[config.mk]
export PLATFORM = sky130hd
export DESIGN_NAME = reg_fifo
export DESIGN_NICKNAME = d
export VERILOG_FILES = /design/src/rtl/reg_fifo_pkg.sv /design/src/rtl/fifo_ptr.sv /design/src/rtl/reg_fifo.sv
export SDC_FILE = /design/constraint.sdc
export NUM_CORES = 1
export LEC_CHECK = 0
export BUFFER_PORTS_ARGS = -buffer_cell sky130_fd_sc_hd__buf_2
export CORE_MARGIN = 4
export CORE_UTILIZATION = 40
export DETAILED_ROUTE_END_ITERATION = 8
export PLACE_DENSITY = 0.62
export SYNTH_ARGS = -nofsm -noshare
export SYNTH_HDL_FRONTEND = slang
export SYNTH_SLANG_ARGS = --single-unit
[constraint.sdc]
create_clock -name clk -period 7.1 [get_ports clk]
set_clock_uncertainty 0.15 [all_clocks]
set_input_delay 0.71 -clock clk [delete_from_list [all_inputs] [get_ports clk]]
set_output_delay 0.71 -clock clk [all_outputs]
set_load 0.005 [all_outputs]
[src/rtl/reg_fifo_pkg.sv]
// Shared definitions for the register FIFO: the per-cycle operation encoding
// and the decode from the accepted handshakes.
package reg_fifo_pkg;

  // Encoded as {pop, push} so the decode is a plain concatenation.
  typedef enum logic [1:0] {
    OP_NONE = 2'b00,
    OP_PUSH = 2'b01,
    OP_POP  = 2'b10,
    OP_BOTH = 2'b11
  } fifo_op_e;

  function automatic fifo_op_e decode_op(input logic do_push, input logic do_pop);
    return fifo_op_e'({do_pop, do_push});
  endfunction

endpackage

[src/rtl/fifo_ptr.sv]
// Circular pointer register: async active-low reset, synchronous clear,
// increment enable. Wraps modulo 2**ADDR_W through natural overflow.
module fifo_ptr #(
  parameter int ADDR_W = 3
) (
  input  logic              clk,
  input  logic              reset,
  input  logic              clr,
  input  logic              inc,
  output logic [ADDR_W-1:0] ptr
);

  always_ff @(posedge clk or negedge reset) begin
    if (!reset) begin
      ptr <= '0;
    end else if (clr) begin
      ptr <= '0;
    end else if (inc) begin
      ptr <= ptr + ADDR_W'(1);
    end
  end

endmodule

[src/rtl/reg_fifo.sv]
// Register-based show-ahead FIFO with synchronous flush. The oldest entry is
// always on data_out; status outputs are decoded from the occupancy counter.
module reg_fifo
  import reg_fifo_pkg::*;
#(
  parameter  int WIDTH  = 32,
  parameter  int DEEP   = 8,
  localparam int ADDR_W = $clog2(DEEP)
) (
  input  logic              clk,
  input  logic              reset,
  input  logic              flush,
  input  logic              push,
  input  logic              pop,
  input  logic [WIDTH-1:0]  data_in,
  output logic [WIDTH-1:0]  data_out,
  output logic              empty,
  output logic              full,
  output logic [ADDR_W:0]   count
);

  localparam logic [ADDR_W:0] CNT_FULL = (ADDR_W+1)'(DEEP);

  logic [WIDTH-1:0]  mem [DEEP];
  logic [ADDR_W-1:0] wr_ptr;
  logic [ADDR_W-1:0] rd_ptr;
  logic [ADDR_W:0]   cnt;
  logic              do_push;
  logic              do_pop;
  fifo_op_e          op;

  // A push into a full queue is only taken when a pop frees the head slot
  // in the same cycle; a pop on an empty queue is ignored.
  assign do_push = push & (~full | pop);
  assign do_pop  = pop & ~empty;
  assign op      = decode_op(do_push, do_pop);

  fifo_ptr #(.ADDR_W(ADDR_W)) u_wr_ptr (
    .clk   (clk),
    .reset (reset),
    .clr   (flush),
    .inc   (do_push),
    .ptr   (wr_ptr)
  );

  fifo_ptr #(.ADDR_W(ADDR_W)) u_rd_ptr (
    .clk   (clk),
    .reset (reset),
    .clr   (flush),
    .inc   (do_pop),
    .ptr   (rd_ptr)
  );

  always_ff @(posedge clk or negedge reset) begin
    if (!reset) begin
      cnt <= '0;
    end else if (flush) begin
      cnt <= '0;
    end else begin
      case (op)
        OP_PUSH: cnt <= cnt + (ADDR_W+1)'(1);
        OP_POP:  cnt <= cnt - (ADDR_W+1)'(1);
        default: cnt <= cnt;
      endcase
    end
  end

  // Storage is deliberately not reset; data_out is meaningless while empty.
  always_ff @(posedge clk) begin
    if (do_push && !flush) begin
      mem[wr_ptr] <= data_in;
    end
  end

  assign data_out = mem[rd_ptr];
  assign empty    = (cnt == '0);
  assign full     = (cnt == CNT_FULL);
  assign count    = cnt;

`ifndef SYNTHESIS
  a_cnt_bound: assert property (@(posedge clk) disable iff (!reset)
    cnt <= CNT_FULL);
  a_ptr_cnt: assert property (@(posedge clk) disable iff (!reset)
    ADDR_W'(wr_ptr - rd_ptr) == cnt[ADDR_W-1:0]);
  a_full_empty: assert property (@(posedge clk) disable iff (!reset)
    !(full && empty));
`endif

endmodule

After elaboration in Yosys (flattened, before gate mapping)
Memory sizes are Yosys's and may differ from the RTL's. Index checks and enable logic that the tools add are counted.

Add/sub/neg operators: 4. Equal/unequal tests: 3. Multiplexer cells: 8. Bitwise logic cells: 5. Reduce and logical (&&, ||, !) cells: 6.

Operators with widths (count): 3-bit two-way mux (4); 4-bit case mux with 2 select lines (1); 3-bit by 1-bit adder with 3-bit output, second input constant (2); 4-bit by 1-bit adder with 4-bit output, second input constant (1); 4-bit == test, second input constant (1); 4-bit zero test (1); 4-bit two-way mux (1); 2-bit nonzero test (2); 4-bit by 1-bit subtractor with 4-bit output, second input constant (1); 3-bit nonzero test (1); 1-bit bitwise AND (2); 2-bit by 1-bit == test with 1-bit output, second input constant (1); 2-bit == test, second input constant (1); 1-bit two-way mux (2); 1-bit inverter (2); 1-bit logical AND (1); 1-bit zero test (1); 1-bit bitwise OR (1).

Bits in registers: 10. RAM bits: 256. Bits of input ports: 37. Output and inout bits: 38. Word-level logic and storage cells: 30. Memories: 1.

Memories: mem (depth 8, bits a word 32, rd ports 1, clocked after Yosys merged registers in 0, write ports 1, line reg_fifo.sv:24) `logic [WIDTH-1:0] mem [DEEP];`.

Logic depth before layout (Yosys ltp)
Depth in word-level cells: 7. Mapped depth: 9. Mapped depth without buffers: 8.

Hierarchy
From an unflattened synthesis, not the netlist that was laid out.

Cell total of the unflattened synthesis: 449. Area, all modules: 10473.8 um^2.

By module, submodules not included: reg_fifo (times used 1, cells an instance 427, area an instance 10201.0 um^2, seq. area each 7787.5 um^2); fifo_ptr (times used 2, cells an instance 11, area an instance 136.4 um^2, seq. area each 75.1 um^2).

Least setup slack after synthesis
Ideal clock, no wire load.

Kind: input port to flip-flop. From: input port pop. To: memory mem[0][0], enable pin. Setup time: 0.513 ns. Arrival: 4.343 ns. Data required time: 6.437 ns. Setup slack: 2.094 ns. Stages: 3. Path buffers: 0. Path through: nand2b_1 > o21ai_2 > nor4b_1.

Longest elaborated chain between the ends: 5.

Ends and longest elaborated chain: start, declared (line reg_fifo.sv:14) `input logic pop,`; 1-bit bitwise OR (line reg_fifo.sv:34) `assign do_push = push & (~full | pop);`; 1-bit bitwise AND (line reg_fifo.sv:34); 1-bit logical AND (line reg_fifo.sv:70) `if (do_push && !flush) begin`; 1-bit two-way mux (line reg_fifo.sv:70); 1-bit two-way mux (implied by the code) (line reg_fifo.sv:71) `mem[wr_ptr] <= data_in;`; end, declared (line reg_fifo.sv:24).

Every way passes these cells.

Final worst setup path
From: register u_rd_ptr.ptr[0]. To: output port data_out[31].

Longest elaborated chain between the ends: 1.

Ends and longest elaborated chain: start, declared (line fifo_ptr.sv:10) `output logic [ADDR_W-1:0] ptr`; start signal, assigned (line fifo_ptr.sv:19) `ptr <= ptr + ADDR_W'(1);`; memory read 8 x 32 bit; end, declared (line reg_fifo.sv:16) `output logic [WIDTH-1:0] data_out,`.

Every way passes these cells.

==> summary by stage <==
Outcome
The run finished with clean final reports.

Critical path
The startpoint of the most critical register-to-register path is count[1]. The worst-path maximum fanout is 35. The worst endpoint required time is 6.24 ns. The signal on the critical path passes through buf_4 -> mux4_2 -> mux2_2 -> buf_2. The sort of element at the end of the critical path is an output pin. For the worst flop-to-flop path, the logic depth is 4. The critical path in this run is classified as flop to output pin. The kind of cell adding the most delay to the critical path is flip-flops. At the worst endpoint, the arrival time is 3.10 ns.

The largest incremental delay on the critical path is 0.89 ns. The sort of element at the start of the critical path is a flop. Together, buffers and inverters on the worst path number 2.

The worst-path cell with the longest stage delay is dfrtp_4. The critical path depth in cells is 4. The source of the critical timing path is u_rd_ptr.ptr[0].

Power
The leakage component of the power is 3.87 nW. The total power draw is 3.73 mW. The worst vdd rail ir drop is 0.136 mV. In this run the power density over the cells is 312 nW/um^2.

Placed design
Routability-driven placement finished with a final weighted congestion of 0.720. Including well taps, the total number of placed cells is 846. The number of I/O port buffers is 74. The worst slack at placement is 3.56 ns.

After detailed placement, the total cell area comes to 11100 sq um. The detailed placer's ending HPWL is 11100 um.

Synthesis
The adder-cell share of the synthesized area is 0.486%. The number of different library cells used by synthesis comes to 40. In this run the biggest area consumer among cell types represents 74.6% of the synthesized area.

The portion of netlist area occupied by mux cells is 17.7%. Dividing the synthesized area by the synthesized cell count gives 22.8 sq um. The library cell with the largest summed area after synthesis is edfxtp_1. The fraction of synthesized cell area in xor and xnor cells is 0.425%. The largest family of logic cells by synthesized area is multiplexers. Of the total synthesized cell area, the portion taken by AND, OR, NAND and NOR gates is 2.03%. Yosys attributes the largest share of cell area to edfxtp_1 (75%), mux4_2 (14%), mux2_2 (3.5%). The synthesized netlist devotes 1.14% of its cell area to compound gates. The number of standard cells after synthesis is 451. The total standard cell area after synthesis is 10300 sq um. Counting flops with an async set or reset pin after synthesis yields a share of 3.76%. Synthesis inferred 266 register bits. For this run, the leading register cell type out of synthesis is edfxtp_1. Of the synthesized area, sequential elements account for 77.0%. The total number of yosys warnings is 0. In this run, synthesis inferred 256 flip-flops with an integrated enable.

The net count of the mapped netlist is 492.

Floorplanning
The core region is 25300 sq um. The floorplan step set the die width to 168 um. The floorplan step defined a die boundary enclosing 28400 sq um. The floorplan has 58 rows. 75 I/O pins were placed.

The floorplan step set the die height to 168 um. Once the floorplan was initialized, standard cells occupied 40.8% of the core.

Drt
For this block, the initial DRC count from the detailed router was 281. The first detailed-routing pass took 4 iterations. The final wirelength is 19700 um. The detail-routed via count per cell is 5.21. In the final routed layout, each cell accounts on average for 22.0 um. In this run the remaining antenna-violating nets after routing total 0.

Across all layers, the routed design uses 4662 vias. After detailed routing, the number of remaining DRC violations is 0.

Global routing
The first global-routing pass estimated 30500 um of wire. Global routing used 14.0% of the available tracks. The initial antenna violation count is 3.

The via count of the first global-routing pass is 5150. Entering global routing, the biggest net connects 39 pins. Global routing finished with a remaining overflow of 0.

Clock network
The number of buffers on the longest clock path is 3. TritonCTS built the clock tree. The clock input transition at the sequential cells of the worst setup and hold paths is 0.06 ns.

The number of levels in the clock H-tree is 1. The clock latency on the worst-skew pair is 0.51 ns. The root buffer selected by CTS is clkbuf_16. The number of clock sinks seen by CTS is 266. The total clock buffers created by CTS is 26.

Timing
The worst path in the final design needs a cycle of 3.96 ns, including I/O delays and setup. The worst pin sits at a relative slew slack of 27.7%. The post-layout worst setup margin is 3.14 ns. Setup repair after global routing left no endpoint under its margin. The number of hold violations in the final report is 0. Based on the critical path, the design can be clocked at up to 252 MHz. The total count of max-transition violations in the final report is 0. At the pin with the least slew margin, the transition time is 1.08 ns. The total of endpoints with negative setup slack in the final report is 0. The setup TNS after final layout is 0 ns.

After layout, the worst path uses 55.8% of the clock period.

Layout
The signed area change from the synthesized netlist to the final layout is 16.1%. The number of antenna diodes is 0. The post-layout net count is 586. The finished cells cover 12000 sq um. The share of post-route cells with drive strength above 1 is 42.5%.

The count of cells in the finished layout, fillers not included, comes to 895.

Min path
The class of the worst hold path is input pin to flop. In this run the most critical hold path is launched from data_in[23]. The instance count along the most critical hold path is 1.

Job
The number of max-capacitance violations reported is 0.
==> layout by cell type, fill, tap and decap left out, types with 2 or more instances in the layout <==
cell       synthesis  layout
a21oi_1            4       4
buf_2              6      74
buf_4              0      12
clkbuf_1          12       8
clkbuf_16          0      27
clkbuf_8           0       2
clkinv_1           0       2
clkinv_2           0       7
dfrtp_1           10       7
dfrtp_2            0       2
edfxtp_1         256     256
ha_1               4       4
mux2_2            32      32
mux4_2            64      64
nand2_1            3       3
nand3_1            4       4
nor2_1            12       9
nor2_4             0       3
nor2b_1            2       2
nor3_1             5       2
nor3_2             0       3
o211ai_1           3       3
o21ai_0            3       3
or3_1              2       2
xor2_1             4       4
==> metal layers <==
metal,global-route usage [%],routed length (um),share of wire (%)
met5,0,34,0.17
met4,2.75,248,1.3
met2,25.3,10500,54
met3,2.90,858,4.4
met1,17.5,7980,41
==> cell families (layout without fill, tap and decap cells) <==
| kind of cell | after synthesis | in the layout |
|---|---|---|
| and+or+nand+nor | 38 | 38 |
| AOI/OAI and AO/OA | 16 | 16 |
| muxes | 98 | 98 |
| adders and majority gates | 4 | 4 |
| xor gates and xnor gates | 5 | 5 |
| DFF | 266 | 266 |
| buffers and inverters | 24 | 138 |
==> through the flow <==
step	hold WS (ns)	utilization, %
final	0.309	47.4
after global routing	0.301	47.4
after CTS	0.290	47.4
after detailed placement	0.437	44.1
after global placement	0.431	44.1
after floorplan	0.264	-
==> sequential cells by signal, indices dropped and copies added (netlist names) <==
register / count
mem: 256
count: 4
u_rd_ptr.ptr: 3
u_wr_ptr.ptr: 3
==> repair_timing <==
item | in CTS | in global routing
endpoints found under the hold margin | 10 | 0
hold buffers | 1 | 0
gates resized for setup | 0 | 0
setup buffers | 0 | 0
==> cells in the mapped netlist (2+ instances only) <==
master,n
edfxtp_1,256
mux4_2,64
mux2_2,32
clkbuf_1,12
nor2_1,12
dfrtp_1,10
buf_2,6
nor3_1,5
a21oi_1,4
ha_1,4
nand3_1,4
xor2_1,4
nand2_1,3
o211ai_1,3
o21ai_0,3
buf_1,2
nor2b_1,2
nor4b_1,2
or3_1,2
==> path summary, 6_finish.rpt <==
kind                                    to  slack, ns
min reg2reg                       count[2]       0.48
max in group asynchronous  u_rd_ptr.ptr[0]       6.13
max reg2reg                      mem[4][3]       4.19
min in group asynchronous  u_wr_ptr.ptr[0]       0.45
min                             mem[3][23]       0.31
max                           data_out[31]       3.14
==> power breakdown <==
group	internal [mW]	leakage [nW]	switching, mW
sequential	1.76	2.44	0.0765
clock	0.755	0.405	0.538
combinational	0.334	1.02	0.261
total	2.85	3.87	0.876
==> cell type report <==
type / instances / area, sq um
fillers: 2065 / 13300
flip-flops and latches: 266 / 7940
multi-input cells: 161 / 2300
clock buffers: 37 / 733
repair buffers: 87 / 470
well taps: 330 / 413
clock inverters: 11 / 81.3
inverters: 3 / 23.8
Power figures use the tool's default switching activity.
